<file path="src/rtl/aes128_encrypt_iter_if.sv">
// Handshake bundle for aes128_encrypt_iter: plaintext/key request side and ciphertext response side.
interface aes128_encrypt_iter_if;
   logic         in_valid;
   logic         in_ready;
   logic [127:0] plaintext;
   logic [127:0] key;
   logic         out_valid;
   logic         out_ready;
   logic [127:0] ciphertext;
   logic         busy;

   modport master (
      output in_valid, plaintext, key, out_ready,
      input  in_ready, out_valid, ciphertext, busy
   );

   modport slave (
      input  in_valid, plaintext, key, out_ready,
      output in_ready, out_valid, ciphertext, busy
   );
endinterface

</file>
<file path="src/rtl/aes128_encrypt_iter.sv">
// Iterative AES-128 encryption core; UNROLL rounds per clock, round keys expanded on the fly.
// Byte 0 of every 128-bit block sits in bits [127:120].
module aes128_encrypt_iter #(
   parameter int NR     = 10,
   parameter int UNROLL = 1
) (
   input logic               clk,
   input logic               rst_n,
   aes128_encrypt_iter_if.slave bus
);

   if (NR != 10) begin : g_nr_check
      $error("aes128_encrypt_iter: NR must be 10");
   end
   if (UNROLL != 1 && UNROLL != 2 && UNROLL != 5 && UNROLL != 10) begin : g_unroll_check
      $error("aes128_encrypt_iter: UNROLL must be 1, 2, 5 or 10");
   end

   localparam logic [1:0] IDLE = 2'd0;
   localparam logic [1:0] RUN  = 2'd1;
   localparam logic [1:0] DONE = 2'd2;

   localparam int unsigned UNR  = UNROLL;
   localparam logic [3:0]  STEP = 4'(UNROLL);
   localparam logic [3:0]  LAST = 4'(NR);

   typedef logic [0:15][7:0] blk_t;

   localparam logic [2047:0] SBOX = {
      128'h637c777bf26b6fc53001672bfed7ab76, 128'hca82c97dfa5947f0add4a2af9ca472c0,
      128'hb7fd9326363ff7cc34a5e5f171d83115, 128'h04c723c31896059a071280e2eb27b275,
      128'h09832c1a1b6e5aa0523bd6b329e32f84, 128'h53d100ed20fcb15b6acbbe394a4c58cf,
      128'hd0efaafb434d338545f9027f503c9fa8, 128'h51a3408f929d38f5bcb6da2110fff3d2,
      128'hcd0c13ec5f974417c4a77e3d645d1973, 128'h60814fdc222a908846eeb814de5e0bdb,
      128'he0323a0a4906245cc2d3ac629195e479, 128'he7c8376d8dd54ea96c56f4ea657aae08,
      128'hba78252e1ca6b4c6e8dd741f4bbd8b8a, 128'h703eb5664803f60e613557b986c11d9e,
      128'he1f8981169d98e949b1e87e9ce5528df, 128'h8ca1890dbfe6426841992d0fb054bb16
   };

   function automatic logic [7:0] sbox(input logic [7:0] b);
      logic [10:0] idx;
      idx = {~b, 3'b000};
      return SBOX[idx +: 8];
   endfunction

   function automatic logic [7:0] xtime(input logic [7:0] b);
      return {b[6:0], 1'b0} ^ (b[7] ? 8'h1b : 8'h00);
   endfunction

   function automatic logic [7:0] rcon(input logic [3:0] rn);
      case (rn)
         4'd1:    return 8'h01;
         4'd2:    return 8'h02;
         4'd3:    return 8'h04;
         4'd4:    return 8'h08;
         4'd5:    return 8'h10;
         4'd6:    return 8'h20;
         4'd7:    return 8'h40;
         4'd8:    return 8'h80;
         4'd9:    return 8'h1b;
         4'd10:   return 8'h36;
         default: return 8'h00;
      endcase
   endfunction

   function automatic blk_t sub_bytes(input blk_t s);
      blk_t o;
      for (int unsigned i = 0; i < 16; i++) o[i] = sbox(s[i]);
      return o;
   endfunction

   // Column-major state: byte 4*c+r is row r of column c; row r rotates left by r.
   function automatic blk_t shift_rows(input blk_t s);
      return {s[0],  s[5],  s[10], s[15], s[4],  s[9],  s[14], s[3],
              s[8],  s[13], s[2],  s[7],  s[12], s[1],  s[6],  s[11]};
   endfunction

   function automatic blk_t mix_columns(input blk_t s);
      blk_t o;
      logic [7:0] a0, a1, a2, a3;
      for (int unsigned c = 0; c < 4; c++) begin
         a0 = s[4*c];
         a1 = s[4*c+1];
         a2 = s[4*c+2];
         a3 = s[4*c+3];
         o[4*c]   = xtime(a0) ^ xtime(a1) ^ a1 ^ a2 ^ a3;
         o[4*c+1] = a0 ^ xtime(a1) ^ xtime(a2) ^ a2 ^ a3;
         o[4*c+2] = a0 ^ a1 ^ xtime(a2) ^ xtime(a3) ^ a3;
         o[4*c+3] = xtime(a0) ^ a0 ^ a1 ^ a2 ^ xtime(a3);
      end
      return o;
   endfunction

   function automatic logic [127:0] key_gen(input logic [127:0] k, input logic [3:0] rn);
      logic [31:0] t, n0, n1, n2, n3;
      t  = {sbox(k[23:16]), sbox(k[15:8]), sbox(k[7:0]), sbox(k[31:24])} ^ {rcon(rn), 24'h0};
      n0 = k[127:96] ^ t;
      n1 = k[95:64]  ^ n0;
      n2 = k[63:32]  ^ n1;
      n3 = k[31:0]   ^ n2;
      return {n0, n1, n2, n3};
   endfunction

   logic [1:0]   fsm;
   logic [127:0] state_q;
   logic [127:0] rkey_q;
   logic [127:0] ct_q;
   logic [3:0]   rc;
   logic [3:0]   round_cnt;
   logic         out_valid_q;
   logic [127:0] state_nx;
   logic [127:0] rkey_nx;
   logic         in_ready;
   logic         accept;
   logic         last_step;

   assign in_ready  = rst_n & ((fsm == IDLE) | ((fsm == DONE) & bus.out_ready));
   assign accept    = bus.in_valid & in_ready;
   assign last_step = (round_cnt + STEP) == LAST;

   assign bus.in_ready   = in_ready;
   assign bus.out_valid  = out_valid_q;
   assign bus.ciphertext = ct_q;
   assign bus.busy       = (fsm == RUN);

   always_comb begin
      blk_t       s;
      logic [127:0] k;
      logic [3:0] rn;
      s  = state_q;
      k  = rkey_q;
      rn = '0;
      for (int unsigned u = 0; u < UNR; u++) begin
         rn = rc + 4'(u);
         k  = key_gen(k, rn);
         s  = shift_rows(sub_bytes(s));
         if (rn != LAST) s = mix_columns(s);
         s  = s ^ k;
      end
      state_nx = s;
      rkey_nx  = k;
   end

   always_ff @(posedge clk or negedge rst_n) begin
      if (!rst_n) begin
         fsm         <= IDLE;
         state_q     <= '0;
         rkey_q      <= '0;
         ct_q        <= '0;
         rc          <= '0;
         round_cnt   <= '0;
         out_valid_q <= 1'b0;
      end else begin
         if (accept) begin
            state_q   <= bus.plaintext ^ bus.key;
            rkey_q    <= bus.key;
            rc        <= 4'd1;
            round_cnt <= '0;
         end
         case (fsm)
            IDLE: if (accept) fsm <= RUN;
            RUN: begin
               state_q   <= state_nx;
               rkey_q    <= rkey_nx;
               round_cnt <= round_cnt + STEP;
               if (last_step) begin
                  ct_q        <= state_nx;
                  out_valid_q <= 1'b1;
                  rc          <= LAST;
                  fsm         <= DONE;
               end else begin
                  rc <= rc + STEP;
               end
            end
            DONE: if (bus.out_ready) begin
               out_valid_q <= 1'b0;
               fsm         <= accept ? RUN : IDLE;
            end
            default: fsm <= IDLE;
         endcase
      end
   end

endmodule
</file>
<file path="src/flat_wrapper.sv">
// flat-port wrapper written by rule: the top's interface ports become plain ports
module aes128_encrypt_iter_flat 
#(
   parameter int NR     = 10,
   parameter int UNROLL = 1
)
  (clk, rst_n, bus_in_valid, bus_plaintext, bus_key, bus_out_ready, bus_in_ready, bus_out_valid, bus_ciphertext, bus_busy);
  aes128_encrypt_iter_if bus_i ();
  input logic clk;
  input logic rst_n;
  input wire logic [$bits(bus_i.in_valid)-1:0] bus_in_valid;
  input wire logic [$bits(bus_i.plaintext)-1:0] bus_plaintext;
  input wire logic [$bits(bus_i.key)-1:0] bus_key;
  input wire logic [$bits(bus_i.out_ready)-1:0] bus_out_ready;
  output wire logic [$bits(bus_i.in_ready)-1:0] bus_in_ready;
  output wire logic [$bits(bus_i.out_valid)-1:0] bus_out_valid;
  output wire logic [$bits(bus_i.ciphertext)-1:0] bus_ciphertext;
  output wire logic [$bits(bus_i.busy)-1:0] bus_busy;
  assign bus_i.in_valid = bus_in_valid;
  assign bus_i.plaintext = bus_plaintext;
  assign bus_i.key = bus_key;
  assign bus_i.out_ready = bus_out_ready;
  assign bus_in_ready = bus_i.in_ready;
  assign bus_out_valid = bus_i.out_valid;
  assign bus_ciphertext = bus_i.ciphertext;
  assign bus_busy = bus_i.busy;
  aes128_encrypt_iter #(.NR(NR), .UNROLL(UNROLL)) u_core (.clk(clk), .rst_n(rst_n), .bus(bus_i));
endmodule
</file>
<file path="config.mk">
export PLATFORM = sky130hd
export DESIGN_NAME = aes128_encrypt_iter_flat
export DESIGN_NICKNAME = d
export VERILOG_FILES = /design/src/rtl/aes128_encrypt_iter_if.sv /design/src/rtl/aes128_encrypt_iter.sv /design/src/flat_wrapper.sv
export SDC_FILE = /design/constraint.sdc
export NUM_CORES = 2
export LEC_CHECK = 0
export CAP_MARGIN = 20
export CORE_ASPECT_RATIO = 1.4
export CORE_MARGIN = 2
export CORE_UTILIZATION = 45
export CTS_BUF_LIST = sky130_fd_sc_hd__clkbuf_8
export CTS_CLUSTER_DIAMETER = 60
export DETAILED_ROUTE_END_ITERATION = 7
export GPL_TIMING_DRIVEN = 0
export PLACE_DENSITY = 0.69
export SLEW_MARGIN = 5
export SYNTH_ARGS = -nofsm -noshare
export SYNTH_HDL_FRONTEND = slang
export SYNTH_SLANG_ARGS = --single-unit
</file>
<file path="constraint.sdc">
create_clock -name clk -period 6.3 [get_ports clk]
set_clock_uncertainty 0.1 [all_clocks]
set_input_delay 1.575 -clock clk [delete_from_list [all_inputs] [get_ports clk]]
set_output_delay 1.575 -clock clk [all_outputs]
set_load 0.005 [all_outputs]
</file>
==> run summary, run 1 <==
The logs give 13400 for the synthesized instance count and 201 for the number of cell rows. The run gives 561000 um as the HPWL after detailed placement. In the synthesized netlist the async set-or-reset flop fraction comes to 100%. The clock passes through at most 3 buffers.

The prevailing post-synth register cell is dfrtp_1. For the number of global-route vias before repair, the log shows 143000. The tool reported: "[ERROR GRT-0116] Global routing finished with congestion. Check the congestion regions in the DRC Viewer". For this design the top-level I/O count stands at 391.

The CTS buffer count was 86. For the placement-stage cell area, the log shows 105000 um^2. The logs give 1120000 um for the global-route wire length before repair and 108 for the maximum number of pins on one net before global-route repair.

During synthesis, Yosys emitted a total of 0 warnings. The number of sinks handled by clock tree synthesis was 395. Sequential elements use 10.2% of the synthesized area.

The flow did not finish. The number of flops mapped to enable cells by yosys was 0; the total routing usage reported by global routing was 70.0%. In this run the cell area of the synthesized design comes to 97100 um^2. The synthesized area per cell was 7.22 um^2.

The initial utilization of the core area, before any placement, comes to 45.3%. For the number of unique standard cell types used by synthesis, the log shows 154. The logs give 96 for the aggregate global routing overflow and -1370 ps for the worst setup timing slack at the placement stage. Counting every net in the synthesized netlist gives 14000.

Number of H-tree levels: 3. Port buffer count: 390. It got as far as global routing (5_1_grt) and failed there.

The final weighted congestion in routability-driven placement is 1.30, and the die extent in x is 397 um. Synthesized flop and latch total: 395. The tree is rooted in a clkbuf_8. Vertical die dimension: 554 um.
==> layer usage <==
metal  overflow  GRT usage [%]
met2         46           86.8
met4         47           67.1
met3          2           58.6
met1          1           68.0
met5          0           25.9
==> cell usage after synthesis, types with 85 or more instances <==
master     count  area share [%]
a22oi_1      119            0.92
nor2b_1      380             2.4
mux4_2       227             5.3
and2_1       122            0.79
buf_2        530             2.7
a311oi_1     203             1.8
dfrtp_1      395              10
nor3b_1       92            0.71
nand2_1     1155             4.5
nor3_1       454             2.3
o21ai_1      143            0.74
clkbuf_1     783             3.0
buf_4        107            0.83
o2111ai_1     87            0.79
a31oi_1      279             1.8
a221o_1      143             1.5
a211oi_1     275             2.1
a221oi_1     105            0.95
a211o_1       85            0.77
ha_1         292             3.8
or3_1        111            0.72
nand3_1      438             2.3
a21oi_1      905             4.7
and3_1       104            0.67
xor2_1       252             2.3
o31ai_1      131             1.0
o311ai_0     192             1.7
or2_2         85            0.55
o211ai_1     227             1.8
nor2_1       922             3.6
o21ai_0      953             4.9
o221ai_1     161             1.5
mux2i_1      185             1.9
nand2b_1     426             2.7
xnor2_1      471             4.3
inv_1        200            0.77
==> cell families after synthesis <==
kind of cell	after synthesis	synth area share [%]
AND/OR/NAND/NOR	4632	23.8
flip-flops	395	10.2
AO/OA/AOI/OAI	4959	36.0
multiplexers	473	7.91
adder cells (fa/ha/maj)	294	3.80
buffers and inverters	1808	8.49
XOR/XNOR	879	9.76
==> stage by stage <==
step / util, % / std cells
3_3_place_gp: 48.8 / 16700
3_5_place_dp: 49.1 / 16700
2_1_floorplan: - / 13400
4_1_cts: 50.5 / 16900
==> repair_timing <==
action	CTS
hold buffers	0
buffers inserted	17
pin swaps	12
resized for setup	121
endpoints found under the setup margin	196
==> run 2: changes to the inputs <==
Settings changed: CORE_ASPECT_RATIO 1.4 to not set, CORE_UTILIZATION 45 to 30, CTS_BUF_LIST sky130_fd_sc_hd__clkbuf_8 to not set, CTS_CLUSTER_DIAMETER 60 to not set, PLACE_DENSITY 0.69 to not set, PLACE_DENSITY_LB_ADDON set to 0.15.
==> run summary, run 2 <==
The run finished, with violations left. The checks that failed: design-rule violations, negative setup slack. On the final layout, the worst hold slack is 377 ps. For the post-synthesis cell area, the log shows 97100 um^2. The first routing iteration left 28900 violations.

The proportion of register bits with asynchronous set or reset after synthesis came out at 100%. The top cell type by area accounts for 10.2% of the synthesized area. CTS built an H-tree with a depth of 2. The detailed-route DRC error count was 10; the reg-to-reg setup timing slack was -340 ps. Once the floorplan was initialized, standard cells occupied 30.2% of the core. The commonest cells after synthesis are 1155 x nand2_1, 953 x o21ai_0, 922 x nor2_1, 905 x a21oi_1, 783 x clkbuf_1. Clock tree synthesis selected as its root buffer the cell clkbuf_16.

For this run, the leading register cell type out of synthesis is dfrtp_1. Global routing consumed, over all layers together, 49.3% of the routing resources. Prior to clock tree synthesis, the placed netlist has a worst setup slack of -2010 ps. The number of top-level pins was 391.

Ranked by total cell area, the synthesized netlist is headed by dfrtp_1 10%, mux4_2 5.3%, o21ai_0 4.9%. After global routing the overflow that remains totals 0. The critical path in this run is classified as flop to flop. Port buffering added 390 buffers.

For this run, the share of the core covered by cells in the final layout is 35.1%. Entering global routing, the biggest net connects 92 pins. Data on the critical path is required at its endpoint by 6860 ps. From synthesis to final layout, the design area changed by 16.1%.

The worst setup path is launched from a flop. The worst path uses 105% of the clock period. The synthesized area per cell was 7.22 um^2; the shortest clock period the worst path allows after layout was 6640 ps. The most common library cell in the layout ignoring fill and taps is nand2_1. The worst setup path is captured at a flop.

The first global-routing pass estimated 1140000 um of wire. The synthesized net count was 14000. The number of sinks handled by clock tree synthesis was 395. The maximum clock path buffer count is 3, and the via density per instance is 7.49. The cell type with the highest aggregate area in the netlist is dfrtp_1. Routability-driven placement finished with a final weighted congestion of 1.13.

After synthesis, flip-flops and latches occupy 10.2% of the total area. The headroom to the max-slew limit was 8.52%. The hold buffer count at CTS is 0.

The via count is 138000, and the setup-violating endpoint count in the final report is 76. The tools report the CTS buffer count as 57. The worst path setup slack after routing was -341 ps; the arrival time at the worst endpoint was 7200 ps. After floorplanning, the core was sized to cover 321000 um^2. The run gives 0 as the number of hold violations in the final report. The path class of the tightest hold or removal check is flop to flop. The tools report the number of max-slew violations in the final report as 0. Measured along the y axis, the die boundary spans 573 um.

The tool flagged a number of max-cap violations equal to 0. In this run, synthesis inferred 0 flip-flops with an integrated enable. The final layout contains routed wiring with a total length of 857000 um.

The count of TritonRoute iterations in the first routing pass is 8, and the die extent in x is 573 um. The number of global-route vias before repair was 127000. Detailed placement finished with a half-perimeter wire length of 654000 um. The tools report the final layout net count as 14600. The tools report the number of warnings reported in the yosys synthesis log as 0. For this run, the top clock speed supported by timing is 151 MHz.

The logs give 154 for the number of unique standard cell types used by synthesis and 13400 for the synthesized instance count. TritonCTS built the clock tree. Dividing the detail-routed wire length by the instance count gives 46.5 um. The worst-margin pin slew was 1340 ps; the final sum of negative setup slack was -6370 ps. The die covers 328000 um^2. In the final layout, the share of cells above drive strength 1 is 13.6%. The number of cell rows was 208.

Along the worst path, the maximum fanout reaches 12. Once detail routing completed, the nets flagged for antenna violations numbered 0. In the post-synthesis netlist, the cell with the most instances is nand2_1. The synthesized design contains 395 register bits.

In the layout the commonest cells are 1155 x nand2_1, 942 x o21ai_0, 912 x nor2_1. The clock latency reported for the late side of the worst-skew pair was 820 ps. The tools report the initial antenna violation count as 77. Clock-pin slew was measured on the worst setup and hold paths at 60 ps.
[run 2: cell families (layout without fill, tap and decap cells)]
group	Yosys count	in the layout	synth area share, %
simple gates	4632	4632	23.8
other cells	0	47	0
buf+inv	1808	2444	8.49
fa+ha+maj	294	294	3.80
compound gates	4959	4959	36.0
xor+xnor	879	879	9.76
mux	473	473	7.91
flops	395	395	10.2
[run 2: critical path, cell delays in order, from the launching register on]
cell and delay [ps]:
dfrtp_2 580, clkbuf_2 370, buf_2 380, inv_1 350
ha_2 580, buf_2 390, and2_1 370, nor3_1 90
nor4_1 670, a2111oi_0 200, nor2_1 260, a32oi_4 190
xor2_2 420, xnor3_1 420, mux2i_4 470, xnor2_2 300
o21ai_1 340
[run 2: path summary, 6_finish.rpt]
kind                                            from  depth (start not counted)                   endpoint
min                        u_core.bus.ciphertext[37]                          2  u_core.bus.ciphertext[37]
max                               u_core.state_q[25]                         16          u_core.state_q[8]
min in group asynchronous                      rst_n                          1          u_core.state_q[3]
max reg2reg                       u_core.state_q[25]                         16          u_core.state_q[8]
min reg2reg                u_core.bus.ciphertext[37]                          2  u_core.bus.ciphertext[37]
max in group asynchronous                      rst_n                          4         u_core.state_q[25]
[run 2: cell type report]
class                   count  area [um^2]
fillers                 35200       209000
multi-input cells       11200        81000
flip-flops and latches    395         9910
plain buffers            1545         7390
repair buffers            546         5890
well taps                4305         5390
clock buffers              70         1550
inverters                 250          983
clock inverters            33          449
diodes                     47          118
[run 2: what timing repair did]
action / 4_1_cts / 5_1_grt
buffers inserted: 37 / 36
pin swaps: 16 / 18
endpoints found under the setup margin: 285 / 156
resized for setup: 277 / 150
[run 2: per-layer routing]
layer | up-vias | global-route usage (%) | wire length, um
met1 | 67500 | 60.7 | 313000
met4 | 50 | 34.9 | 82400
met2 | 14500 | 66.0 | 321000
li1 | 52200 | - | -
met5 | - | 0.203 | 429
met3 | 3816 | 23.8 | 140000
[run 2: stage by stage]
step / instances / instance area (um^2)
floorplan: 13400 / 97100
global placement: 18100 / 106000
detailed placement: 18200 / 108000
CTS: 18300 / 111000
global route: 18400 / 113000
finish: 18400 / 113000
Power of run 2 is not shown: default switching activity piles up to over one toggle a cycle in this logic, so the estimate is an artifact.
